[config.mk]
export PLATFORM = sky130hd
export DESIGN_NAME = change_event_logger
export DESIGN_NICKNAME = d
export VERILOG_FILES = /design/src/rtl/change_event_logger.sv
export SDC_FILE = /design/constraint.sdc
export NUM_CORES = 1
export LEC_CHECK = 0
export BUFFER_PORTS_ARGS = -buffer_cell sky130_fd_sc_hd__buf_2
export CAP_MARGIN = 40
export CORE_AREA = 2 2 68 96
export CTS_BUF_LIST = sky130_fd_sc_hd__clkbuf_4
export CTS_CLUSTER_DIAMETER = 200
export DETAILED_ROUTE_END_ITERATION = 16
export DIE_AREA = 0 0 70 98
export PLACE_DENSITY = 0.85
export SYNTH_ARGS = -nofsm -noshare
export SYNTH_HDL_FRONTEND = slang
export SYNTH_SLANG_ARGS = --single-unit
[constraint.sdc]
create_clock -name clk -period 5.11 [get_ports clk]
set_input_delay 0.7665 -clock clk [delete_from_list [all_inputs] [get_ports clk]]
set_output_delay 0.7665 -clock clk [all_outputs]
set_load 0.05 [all_outputs]
[src/rtl/change_event_logger.sv]
// rtl/change_event_logger.sv - samples y_in, logs {value, delta} change records into a show-ahead FIFO.
// Optional push-time stamps on out_ts when CHG_LOG_TIMESTAMP_EN is defined.
module change_event_logger #(
  parameter int DW    = 4,
  parameter int DEPTH = 8,
  parameter int TSW   = 8
) (
  input  logic                   clk,
  input  logic                   rst_n,
  input  logic [DW-1:0]          y_in,
  input  logic                   en,
  output logic                   out_valid,
  input  logic                   out_ready,
  output logic [DW-1:0]          out_value,
  output logic [DW-1:0]          out_delta,
`ifdef CHG_LOG_TIMESTAMP_EN
  output logic [TSW-1:0]         out_ts,
`endif
  output logic [$clog2(DEPTH):0] fifo_level,
  output logic [7:0]             overflow_cnt
);

  localparam int AW = $clog2(DEPTH);
  localparam logic [AW:0] LVL_FULL = (AW+1)'(DEPTH);

  logic [DW-1:0] y_q;
  logic [DW-1:0] y_prev;
  logic          chg;
  logic          full;
  logic          pop;
  logic          wr_en;
  logic [AW-1:0] wr_ptr;
  logic [AW-1:0] rd_ptr;
  logic [DW-1:0] val_mem [DEPTH];
  logic [DW-1:0] dlt_mem [DEPTH];

  always_ff @(posedge clk or negedge rst_n) begin
    if (!rst_n) begin
      y_q    <= '0;
      y_prev <= '0;
    end else begin
      y_q <= y_in;
      if (en) y_prev <= y_q;
    end
  end

  assign chg   = en & (y_q != y_prev);
  assign full  = (fifo_level == LVL_FULL);
  assign pop   = out_valid & out_ready;
  // A full FIFO still accepts a push when the head leaves on the same edge.
  assign wr_en = chg & (~full | pop);

  always_ff @(posedge clk or negedge rst_n) begin
    if (!rst_n) begin
      wr_ptr       <= '0;
      rd_ptr       <= '0;
      fifo_level   <= '0;
      overflow_cnt <= '0;
    end else begin
      if (wr_en) wr_ptr <= wr_ptr + 1'b1;
      if (pop)   rd_ptr <= rd_ptr + 1'b1;
      if (wr_en && !pop)      fifo_level <= fifo_level + 1'b1;
      else if (!wr_en && pop) fifo_level <= fifo_level - 1'b1;
      if (chg && full && !pop && overflow_cnt != 8'hFF)
        overflow_cnt <= overflow_cnt + 1'b1;
    end
  end

  always_ff @(posedge clk) begin
    if (wr_en) begin
      val_mem[wr_ptr] <= y_q;
      dlt_mem[wr_ptr] <= y_q - y_prev;
    end
  end

  assign out_valid = (fifo_level != '0);
  assign out_value = out_valid ? val_mem[rd_ptr] : '0;
  assign out_delta = out_valid ? dlt_mem[rd_ptr] : '0;

`ifdef CHG_LOG_TIMESTAMP_EN
  logic [TSW-1:0] ts_cnt;
  logic [TSW-1:0] ts_mem [DEPTH];

  always_ff @(posedge clk or negedge rst_n) begin
    if (!rst_n) ts_cnt <= '0;
    else        ts_cnt <= ts_cnt + 1'b1;
  end

  always_ff @(posedge clk) begin
    if (wr_en) ts_mem[wr_ptr] <= ts_cnt;
  end

  assign out_ts = out_valid ? ts_mem[rd_ptr] : '0;
`else
  // TSW only matters with timestamps; keep a reference so the parameter is legal either way.
  if (TSW < 1) begin : g_tsw_invalid
  end
`endif

endmodule

==> impl_summary.log, run 1 <==
INFO  metric quantity_of_gates_resized_following_cts = 0
INFO  metric power = 2.43 mW
INFO  metric worstHoldPathType = in2async
INFO  metric hpwl_reported_at_the_end_of_detailed_placement = 4530 um
INFO  metric tritoncts = done
INFO  metric critPathRequiredTime = 4.34 ns
INFO  metric crit_type = reg2out
INFO  metric timing.clock.skew = 0.0129 ns
INFO  metric htreeDepth = 3
INFO  metric synth_area_leaders = edfxtp_1 49%, dfrtp_1 17%, mux4_2 6.9%
INFO  metric primary_flip_flop_cell_chosen_by_synthesis_mapping = edfxtp_1
INFO  metric critical_path.max_fanout = 10
INFO  metric postSynthCellCount = 231
INFO  metric slew_headroom = about two fifths
INFO  metric detail_route.wirelength = 6370 um
INFO  metric netlist_area = about 3900 sq um
INFO  metric powerDensity = 569 nW/um^2
INFO  metric critical_path.endpoint_type = output pin
INFO  metric total_count_of_hold_check_failures_in_the_final_report = 0
INFO  metric synth_fp_nets = between 200 and 300
INFO  metric fillerInstances = 407
INFO  metric drc_errors = 0
INFO  metric grt_util_all_layers = 20.9%
INFO  metric cts-root-buf = clkbuf_4
INFO  metric clock-sinks = 90
INFO  metric cts.clk_slew.worst_paths = 0.12 ns
INFO  metric rows = 34
INFO  metric synth-warning-count = 0
INFO  metric post_synth_edffs = 64
INFO  metric die-area = approximately 6900 sq um
INFO  metric globalRoute.totalOverflow = 0
INFO  metric post-synth-top-area-fraction = 49.0%
INFO  metric power_leakage = 1.66 nW
INFO  metric wire_length_of_the_first_global_routing_pass = 10,600 um
INFO  metric preCtsSetupSlack = 1.83 ns
INFO  metric io_pins = 29
INFO  metric worst_slew_pin_slew = a little under 0.9 ns
INFO  metric grt_pass1_vias = 2,081
INFO  metric insertion_delay = 0.42 ns
INFO  metric post_drt_wl_per_cell = approximately 19 um
INFO  metric ctsLongestPathBuffers = 2
INFO  metric max_cap_viols = 0
INFO  metric outcome = completed
INFO  metric cts_setup_buffers = 0
INFO  metric io_buffers = 28
INFO  metric synth_seq_cells = 90
INFO  metric synth_seq_area_share = 65.6%
INFO  metric fin_hold_ws = 0.336 ns
INFO  metric final_area = 4280 sq um
INFO  metric yosys.area.top_type = edfxtp_1
INFO  metric crit_arrival = 2.40 ns
INFO  metric die_w = 70 um
INFO  metric fin_setup_tns = 0 ns
INFO  metric setup-violations-final = 0
INFO  metric post_dp_cell_area = 4140 sq um
INFO  metric grt_start_max_net_pins = 27
INFO  metric die-height = 98 um
INFO  metric holdBufCountCts = 0
INFO  metric layout_setup_ws = about 1.9 ns
INFO  metric syn2layout_area_growth = 9.13%
INFO  metric dr.pass1.iters = 4
INFO  metric gp_routability_congestion = 0.798
INFO  metric antennaDiodeCount = 0
INFO  metric final_nets = between 200 and 300
INFO  metric ys_async_sr_fraction = between 20% and 30%
INFO  metric timing.critical_path.from_type = flip-flop
INFO  metric grt_setup_unrepaired = false
INFO  metric antenna_found_initial = 0
INFO  metric cell_with_the_most_instances_after_synthesis = edfxtp_1
INFO  metric finalWorstPathRequiredPeriod = roughly 3.2 ns
INFO  metric max-vdd-ir-drop = 341 uV
INFO  metric post_route_cells_drive_above_1_share = between 20% and 30%
INFO  metric drv_slew = 0
INFO  metric fmax = 316 MHz
INFO  metric netlist_top_cells_count = 64 x edfxtp_1, 26 x dfrtp_1, 16 x nor2_1
INFO  metric clock_buffer_count_from_cts = 9
INFO  metric core_region_area = roughly 6000 sq um
INFO  metric post_dr_vias_cell = 5.85
INFO  metric dr_total_vias = 2,011
INFO  metric initial_utilization = 64.9%
INFO  metric ant_nets = 0
INFO  metric drt_iter0_markers = 81
INFO  metric synth_cell_type_count = 41
INFO  metric period_share = 61.9%
INFO  metric syn-mean-instance-area = 17.0 sq um
## report_power, final
| part | total (mW) | leakage [nW] | internal (mW) | switching [mW] |
|---|---|---|---|---|
| combinational | 0.966 | 0.679 | 0.363 | 0.603 |
| sequential | 1.09 | 0.902 | 0.931 | 0.155 |
| clock | 0.383 | 0.0780 | 0.171 | 0.211 |
## state kept, by name, indices dropped and copies added, names as in the netlist
| register | flops |
|---|---|
| val_mem | 32 |
| rd_ptr | 3 |
| dlt_mem | 32 |
| overflow_cnt | 8 |
| fifo_level | 4 |
| y_q | 4 |
| y_prev | 4 |
| wr_ptr | 3 |
## final timing paths
kind | startpoint | to | slack [ns] | cells after the start
worst max-delay path | rd_ptr[0]$_DFFE_PN0N_ | out_value[2] | 1.95 | 5
worst min-delay path | rst_n | rd_ptr[1]$_DFFE_PN0N_ | 0.34 | 1
worst max register to register | y_q[2]$_DFF_PN0_ | fifo_level[3]$_DFFE_PN0P_ | 2.07 | 10
worst min register to register | overflow_cnt[7]$_DFFE_PN0P_ | overflow_cnt[7]$_DFFE_PN0P_ | 0.51 | 1
max in group asynchronous | rst_n | overflow_cnt[4]$_DFFE_PN0P_ | 4.38 | 1
min in group clk | y_in[1] | y_q[1]$_DFF_PN0_ | 0.45 | 1
## worst max-delay path: stages, from the launching register on
cell and delay, ns:
dfrtp_1 0.71, buf_8 0.23, mux4_1 0.56, mux2i_1 0.19, nor2_1 0.06, buf_2 0.23
## metrics by stage
| stage | utilization, % | std cells |
|---|---|---|
| 6_report | 70.8 | 344 |
| 5_1_grt | 70.8 | 344 |
| 4_1_cts | 70.8 | 344 |
| 3_5_place_dp | 68.5 | 328 |
| 3_3_place_gp | 68.0 | 325 |
| 2_1_floorplan | - | 231 |
## final cells by class
| class | instances | area [sq um] | share of cell area (%) |
|---|---|---|---|
| Inverter | 9 | 33.8 | 0.789 |
| Sequential cell | 90 | 2570 | 60.1 |
| Clock inverter | 3 | 42.5 | 0.994 |
| Tap cell | 72 | 90.1 | 2.11 |
| Multi-Input combinational cell | 124 | 1260 | 29.4 |
| Clock buffer | 13 | 97.6 | 2.28 |
| Timing Repair Buffer | 33 | 185 | 4.33 |
## layer usage
layer  vias up  track usage, %  routed length [um]
met4         0            6.66                  89
met5         -               0                   0
li1        951               -                   -
met2        50            36.5                3430
met3         8            5.06                 260
met1      1002            25.8                2590
## kinds of logic (layout without fill, tap and decap cells)
kind of cell / Yosys count / in the layout / synth area share (%)
compound gates: 12 / 12 / 2.20
xor+xnor: 16 / 16 / 3.77
fa+ha+maj: 11 / 11 / 3.89
buf+inv: 17 / 58 / 2.33
flops: 90 / 90 / 65.6
mux: 31 / 31 / 13.6
simple gates: 54 / 54 / 8.62
## cell usage in the layout, fill, tap and decap left out, types with 3 or more instances in the layout
cell type	instances
inv_1	8
nor4b_2	3
mux4_1	4
buf_2	28
edfxtp_1	64
nor2_1	16
nand2_1	9
nand3_1	5
clkbuf_4	13
mux2i_1	9
ha_1	9
xor2_1	10
nor3_1	7
dfrtp_1	26
o21ai_0	4
xnor2_1	5
buf_4	4
mux2_2	5
mux4_2	12
No activity file was read; power rests on OpenSTA's default activity.
==> inputs of run 2 (changes only) <==
--- a/config.mk
+++ b/config.mk
@@ -7,12 +7,12 @@
 export LEC_CHECK = 0
 export BUFFER_PORTS_ARGS = -buffer_cell sky130_fd_sc_hd__buf_2
 export CAP_MARGIN = 40
-export CORE_AREA = 2 2 68 96
+export CORE_AREA = 2 2 71 100
 export CTS_BUF_LIST = sky130_fd_sc_hd__clkbuf_4
 export CTS_CLUSTER_DIAMETER = 200
 export DETAILED_ROUTE_END_ITERATION = 16
-export DIE_AREA = 0 0 70 98
-export PLACE_DENSITY = 0.85
+export DIE_AREA = 0 0 73 102
+export PLACE_DENSITY = 0.79
 export SYNTH_ARGS = -nofsm -noshare
 export SYNTH_HDL_FRONTEND = slang
 export SYNTH_SLANG_ARGS = --single-unit
==> constraint.sdc (replaced) <==
create_clock -name clk -period 3.15 [get_ports clk]
set_input_delay 0.4725 -clock clk [delete_from_list [all_inputs] [get_ports clk]]
set_output_delay 0.4725 -clock clk [all_outputs]
set_load 0.05 [all_outputs]
==> run 2 against run 1 <==
  * First-iteration DRC count rose by 35%
  * Register-to-register slack got worse by 1.8 ns
  * Sequential power rose by 59%
  * Clock power rose by 66%
  * Sequential share of layout area fell by 0.62 points
  * Worst hold slack got worse by 0.32 ns
  * Cell area rose by 1.1%
  * Global-route usage fell by 1.3 points
  * Critical path type is now reg2reg
  * Critical endpoint is now fifo_level[3]$_DFFE_PN0P_
  * Largest cell class unchanged
==> impl_summary.log, run 2 (synthesis gave the netlist of run 1 again) <==
INFO  metric grt_pass1_vias = 2,051 (-1.4%)
INFO  metric finalWorstPathRequiredPeriod = slightly below 3 ns
INFO  metric powerDensity = 921 nW/um^2 (+62%)
INFO  metric gp_routability_congestion = 0.787 (-1.4%)
INFO  metric die-height = 102 um (+4.1%)
INFO  metric worstHoldPathType = in2async
INFO  metric worst_slew_pin_slew = 0.725 ns (-0.143 ns)
INFO  metric hpwl_reported_at_the_end_of_detailed_placement = 4340 um (-4.1%)
INFO  metric post_drt_wl_per_cell = 18.4 um (-0.85%)
INFO  metric preCtsSetupSlack = 0.176 ns (-1.65 ns)
INFO  metric htreeDepth = 3 (unchanged)
INFO  metric fin_hold_ws = 0.0122 ns (-0.324 ns)
INFO  metric most_frequent_cells_in_the_layout = 64 x edfxtp_1, 28 x buf_2, 24 x dfrtp_1
INFO  metric initial_utilization = 60.1% (-4.8 points)
INFO  metric outcome = completed
INFO  metric fin_setup_tns = 0 ns (unchanged)
INFO  metric total_count_of_hold_check_failures_in_the_final_report = 0 (unchanged)
INFO  metric power_leakage = 1.69 nW (+1.6%)
INFO  metric drv_slew = 0 (unchanged)
INFO  metric die_w = 73 um (+4.3%)
INFO  metric io_buffers = 28 (unchanged)
INFO  metric clock_buffer_count_from_cts = 9 (unchanged)
INFO  metric detail_route.wirelength = 6460 um (+1.5%)
INFO  metric ctsLongestPathBuffers = 2 (unchanged)
INFO  metric grt_setup_unrepaired = false
INFO  metric grt_util_all_layers = 19.6% (-1.3 points)
INFO  metric setup-violations-final = 0 (unchanged)
INFO  metric clock-sinks = 90 (unchanged)
INFO  metric critPathRequiredTime = 3.48 ns (-0.86 ns)
INFO  metric insertion_delay = 0.44 ns (+0.02 ns)
INFO  metric die-area = 7450 sq um (+8.5%)
INFO  metric slew_headroom = 51.7% (+9.7 points)
INFO  metric max_cap_viols = 0 (unchanged)
INFO  metric largestRegisters = dlt_mem (32), val_mem (32), overflow_cnt (8)
INFO  metric r2r_cells = 11 (+1)
INFO  metric cts_setup_buffers = 0 (unchanged)
INFO  metric post_route_cells_drive_above_1_share = 32.4% (+2.6 points)
INFO  metric core_region_area = 6530 sq um (+8.0%)
INFO  metric mostFrequentLayoutCell = edfxtp_1
INFO  metric crit_type = reg2reg
INFO  metric period_share = ~93%
INFO  metric crit_arrival = 3.25 ns (+0.85 ns)
INFO  metric syn2layout_area_growth = 10.4%
INFO  metric grt_start_max_net_pins = 27 (unchanged)
INFO  metric final_nets = 292 (+2.1%)
INFO  metric critical_path.endpoint_type = flip-flop
INFO  metric cts-root-buf = clkbuf_4
INFO  metric timing.clock.skew = 0.0167 ns (+0.00381 ns)
INFO  metric dr_total_vias = 2,042 (+1.5%)
INFO  metric antenna_found_initial = 0 (unchanged)
INFO  metric cts.clk_slew.worst_paths = 0.14 ns (+0.02 ns)
INFO  metric max-vdd-ir-drop = 443 uV (+30%)
INFO  metric post_dp_cell_area = 4180 sq um (+0.97%)
INFO  metric final_area = 4330 sq um (+1.1%)
INFO  metric drc_errors = 0 (unchanged)
INFO  metric dr.pass1.iters = 4 (unchanged)
INFO  metric layout_setup_ws = 0.235 ns (-1.71 ns)
INFO  metric drt_iter0_markers = 109 (+35%)
INFO  metric fmax = 343 MHz
INFO  metric timing.critical_path.from_type = flip-flop
INFO  metric ant_nets = 0 (unchanged)
INFO  metric post_dr_vias_cell = 5.80 (-0.77%)
INFO  metric tritoncts = done
INFO  metric rows = 35 (+2.9%)
INFO  metric antennaDiodeCount = 0 (unchanged)
INFO  metric wire_length_of_the_first_global_routing_pass = 10,300 um (-2.8%)
INFO  metric globalRoute.totalOverflow = 0 (unchanged)
INFO  metric critical_path.max_fanout = 10 (unchanged)
INFO  metric io_pins = 29 (unchanged)
-- run 2: cell types whose count changed in the layout (fill, tap and decap cells not counted) --
cell / delta
dfrtp_1: -2
clkbuf_4: -3
buf_4: +7
inv_6: +2
buf_8: -1
dfrtp_2: +2
clkinv_2: +1
a2111oi_0: -1
a2111oi_2: +1
-- run 2: power by group --
part	internal (mW)	switching [mW]	total, mW
clock network	0.254	0.380	0.634
logic	0.608	1.01	1.62
registers	1.51	0.224	1.73
total	2.37	1.62	3.99
-- run 2: final timing paths --
| path | start | slack (ns) | endpoint |
|---|---|---|---|
| max reg2reg | y_q[2]$_DFF_PN0_ | 0.23 | fifo_level[3]$_DFFE_PN0P_ |
| min reg2reg | overflow_cnt[7]$_DFFE_PN0P_ | 0.51 | overflow_cnt[7]$_DFFE_PN0P_ |
| max in group asynchronous | rst_n | 2.71 | y_q[0]$_DFF_PN0_ |
| max | y_q[2]$_DFF_PN0_ | 0.23 | fifo_level[3]$_DFFE_PN0P_ |
| min in group clk | y_in[2] | 0.14 | y_q[2]$_DFF_PN0_ |
| min | rst_n | 0.01 | fifo_level[0]$_DFFE_PN0P_ |
-- run 2: worst max-delay path, cell delays in order, from the launching register on --
cell	delay, ns
dfrtp_2	0.49
ha_1	0.36
nand3_1	0.15
o21a_1	0.24
and2_4	0.18
ha_1	0.24
inv_1	0.17
ha_1	0.26
a21o_2	0.24
a21oi_1	0.17
mux2i_1	0.22
o31ai_1	0.09
-- run 2: repair_timing --
item,4_1_cts,5_1_grt
resized for setup,0,4
hold buffers,0,0
endpoints found under the hold margin,0,0
setup endpoints to repair,0,1
-- run 2: through the flow --
stage,utilization [%],total power [mW],std cells
final,66.3,3.99,352
after global routing,66.3,4.20,352
after CTS,66.2,4.03,352
after detailed placement,64.0,3.39,336
after global placement,64.0,3.35,336
after floorplan,-,3.02,231
-- run 2: metal layers --
| layer | vias to the layer above | share of wire [%] | global-route usage, % |
|---|---|---|---|
| met1 | 1032 | 40 | 22.7 |
| met4 | 0 | 1.8 | 9.26 |
| met2 | 41 | 55 | 34.4 |
| met3 | 11 | 3.3 | 4.04 |
| li1 | 958 | - | - |
| met5 | - | 0 | 0 |
-- run 2: cell type report --
class | instances | area (sq um)
clock inverters | 6 | 65.1
inverters | 9 | 33.8
multi-input cells | 124 | 1260
clock buffers | 10 | 75.1
repair buffers | 39 | 223
flip-flops and latches | 90 | 2570
fillers | 452 | 2200
well taps | 74 | 92.6
==> inputs of run 3 (changes only) <==
--- a/config.mk
+++ b/config.mk
@@ -7,12 +7,14 @@
 export LEC_CHECK = 0
 export BUFFER_PORTS_ARGS = -buffer_cell sky130_fd_sc_hd__buf_2
 export CAP_MARGIN = 40
-export CORE_AREA = 2 2 71 100
+export CELL_PAD_IN_SITES_DETAIL_PLACEMENT = 1
+export CELL_PAD_IN_SITES_GLOBAL_PLACEMENT = 2
+export CORE_AREA = 2 2 82 115
 export CTS_BUF_LIST = sky130_fd_sc_hd__clkbuf_4
 export CTS_CLUSTER_DIAMETER = 200
 export DETAILED_ROUTE_END_ITERATION = 16
-export DIE_AREA = 0 0 73 102
-export PLACE_DENSITY = 0.79
+export DIE_AREA = 0 0 84 117
+export PLACE_DENSITY_LB_ADDON = 0.1
 export SYNTH_ARGS = -nofsm -noshare
 export SYNTH_HDL_FRONTEND = slang
 export SYNTH_SLANG_ARGS = --single-unit
==> run 3 against run 2 <==
  * Worst hold slack better by 0.044 ns
  * Sequential share of layout area is 0.46 points lower
  * Sequential power hardly changed
  * Via count is 1.2% higher
  * Core utilization is 17 points lower
  * Final cell count is 10% higher
  * Fmax is 0.83% lower
  * Routed wire length is 16% higher
  * Clock skew is 0.0022 ns lower
==> impl_summary.log, run 3 (synthesis gave the netlist of run 1 again) <==
INFO  metric insertion_delay = 0.42 ns (-0.02 ns)
INFO  metric critPathMaxStageDelay = 0.48 ns (about the same)
INFO  metric critical_path.cell_chain = ha_1 -> nand3_1 -> o21a_1 -> and2_4 -> ha_1 -> inv_1 -> ha_1 -> a21o_2 -> a2111oi_1 -> o31ai_1
INFO  metric drc_errors = 0 (unchanged)
INFO  metric setup-violations-final = 0 (unchanged)
INFO  metric gp_routability_congestion = 0.700 (-11%)
INFO  metric crit_path_top_delay_cell = dfrtp_2
INFO  metric final_nets = 295 (+1.0%)
INFO  metric tritoncts = done
INFO  metric antennaDiodeCount = 0 (unchanged)
INFO  metric critPathRequiredTime = 3.46 ns (-0.02 ns)
INFO  metric worst_r2r_startpoint = y_q[2]$_DFF_PN0_
INFO  metric final_area = 4360 sq um (+0.72%)
INFO  metric max_cap_viols = 0 (unchanged)
INFO  metric layout.core_utilization = 49.1% (-17 points)
INFO  metric drt_iter0_markers = 114 (+4.6%)
INFO  metric htreeDepth = 3 (unchanged)
INFO  metric die_w = 84 um (+15%)
INFO  metric drv_slew = 0 (unchanged)
INFO  metric syn2layout_area_growth = 11.2%
INFO  metric largestRegisters = dlt_mem (32), val_mem (32), overflow_cnt (8)
INFO  metric clock_buffer_count_from_cts = 9 (unchanged)
INFO  metric power = 3.94 mW (-1.2%)
INFO  metric grt_util_all_layers = 16.8% (-2.8 points)
INFO  metric power.share.switching = 41.1% (+0.54 points)
INFO  metric die-height = 117 um (+15%)
INFO  metric placed_cells_incl_taps = 372 (+11%)
INFO  metric period_share = 93.3% (+0.78 points)
INFO  metric crit_path_start = y_q[2]$_DFF_PN0_
INFO  metric fmax = 340 MHz (-0.83%)
INFO  metric ant_nets = 0 (unchanged)
INFO  metric mostFrequentLayoutCell = edfxtp_1
INFO  metric crit_arrival = 3.25 ns (about the same)
INFO  metric critical_path.endpoint_type = flip-flop
INFO  metric finalWorstPathRequiredPeriod = 2.94 ns (+0.0244 ns)
INFO  metric globalRoute.totalOverflow = 0 (unchanged)
INFO  metric powerDensity = 904 nW/um^2 (-1.9%)
INFO  metric rows = 41 (+17%)
INFO  metric die-area = 9830 sq um (+32%)
INFO  metric core_region_area = 8870 sq um (+36%)
INFO  metric cp_common_cell = ha_1
INFO  metric grt_start_max_net_pins = 27 (unchanged)
INFO  metric cts.clk_slew.worst_paths = 0.12 ns (-0.02 ns)
INFO  metric outcome = completed
INFO  metric switching_power = 1.62 mW (about the same)
INFO  metric power_leakage = 1.69 nW (+0.42%)
INFO  metric detail_route.wirelength = 7520 um (+16%)
INFO  metric post_route_cells_drive_above_1_share = 32.0% (-0.35 points)
INFO  metric dr_total_vias = 2,066 (+1.2%)
INFO  metric hpwl_reported_at_the_end_of_detailed_placement = 5260 um (+21%)
INFO  metric timing.rr.end = fifo_level[3]$_DFFE_PN0P_
INFO  metric slew_headroom = 43.8% (-7.9 points)
INFO  metric power.clock.fraction = 14.1% (-1.8 points)
INFO  metric initial_utilization = 44.2% (-16 points)
INFO  metric p_int = 2.32 mW (-2.1%)
INFO  metric worst_slew_pin_slew = 0.843 ns (+0.118 ns)
INFO  metric timing.critical_path.from_type = flip-flop
INFO  metric critical_path.max_fanout = 10 (unchanged)
INFO  metric clock-sinks = 90 (unchanged)
INFO  metric cts-root-buf = clkbuf_4
INFO  metric antenna_found_initial = 0 (unchanged)
INFO  metric power.share.combinational = 41.9% (+1.3 points)
INFO  metric most_frequent_cells_in_the_layout = 64 x edfxtp_1, 28 x buf_2, 25 x dfrtp_1
INFO  metric dr.pass1.iters = 4 (unchanged)
INFO  metric post_drt_wl_per_cell = 19.4 um (+5.5%)
INFO  metric ctsLongestPathBuffers = 2 (unchanged)
INFO  metric crit_end = fifo_level[3]$_DFFE_PN0P_
INFO  metric stdcell_count = 388 (+10%)
INFO  metric setup.reg_to_reg.worst_slack = 0.21 ns (-0.02 ns)
INFO  metric grt_setup_unrepaired = false
INFO  metric fillerInstances = 866 (+92%)
INFO  metric share_seq_of_total_power = 44.0% (+0.5 points)
INFO  metric io_pins = 29 (unchanged)
INFO  metric total_count_of_hold_check_failures_in_the_final_report = 0 (unchanged)
INFO  metric wire_length_of_the_first_global_routing_pass = 12,000 um (+16%)
INFO  metric r2r_cells = 10 (-1)
INFO  metric crit_type = reg2reg
INFO  metric io_buffers = 28 (unchanged)
INFO  metric timing.clock.skew = 0.0146 ns (-0.00218 ns)
INFO  metric post_dp_cell_area = 4240 sq um (+1.5%)
INFO  metric fin_setup_tns = 0 ns (unchanged)
INFO  metric grt_pass1_vias = 2,180 (+6.3%)
INFO  metric worstHoldPathType = in2async
INFO  metric holdBufCountCts = 0 (unchanged)
INFO  metric post_dr_vias_cell = 5.32 (-8.2%)
INFO  metric max-vdd-ir-drop = 628 uV (+42%)
==> run 3: worst min path at each step <==
stage | end | cells past startpoint | slack, ns | from
after floorplan | fifo_level[0]$_DFFE_PN0P_ | 0 | 0.18 | rst_n
after global placement | overflow_cnt[7]$_DFFE_PN0P_ | 1 | 0.49 | overflow_cnt[7]$_DFFE_PN0P_
after detailed placement | overflow_cnt[7]$_DFFE_PN0P_ | 1 | 0.48 | overflow_cnt[7]$_DFFE_PN0P_
after CTS | y_q[1]$_DFF_PN0_ | 1 | 0.04 | rst_n
after global routing | fifo_level[0]$_DFFE_PN0P_ | 1 | 0.05 | rst_n
final | overflow_cnt[1]$_DFFE_PN0P_ | 1 | 0.06 | rst_n
==> run 3: power groups by stage <==
stage	combinational [mW]	sequential, mW	clock, mW
global route	1.79	1.78	0.620
CTS	1.68	1.74	0.577
finish	1.65	1.73	0.556
detailed placement	1.68	1.77	0
floorplan	1.22	1.79	0
global placement	1.66	1.76	0
==> run 3: timing repair <==
action                                  CTS  global route
resized for setup                         0             2
endpoints found under the setup margin    0             1
buffers inserted                          0             0
hold endpoints to repair                  0             0
==> run 3: worst max-delay path, delay by kind of cell, from the launching register on <==
family	cells	cell delay, ns
adders and majority gates	3	0.86
DFF	1	0.48
and+or+nand+nor	2	0.33
buffers and inverters	1	0.16
AOI/OAI and AO/OA	4	0.99
==> run 3: per-stage QoR <==
stage | hold WS (ns) | setup WS (ns)
CTS | 0.0390 | 0.137
detailed placement | 0.485 | 0.133
floorplan | 0.177 | 0.219
global placement | 0.485 | 0.265
finish | 0.0560 | 0.210
global route | 0.0533 | 0.00735
==> run 3: final cells by class <==
class,count,area [sq um],share of cell area [%]
clock buffers,14,105,2.41
flip-flops and latches,90,2570,59.0
multi-input cells,124,1260,28.9
clock inverters,2,8.76,0.201
inverters,9,33.8,0.775
well taps,107,134,3.07
repair buffers,42,245,5.63
==> run 3: layer usage <==
metal / track usage (%) / vias to the layer above / share of wire [%]
met4: 7.10 / 0 / 1.8
met5: 0 / - / 0
li1: - / 966 / -
met2: 30.0 / 27 / 55
met3: 3.58 / 10 / 2.1
met1: 19.8 / 1063 / 41
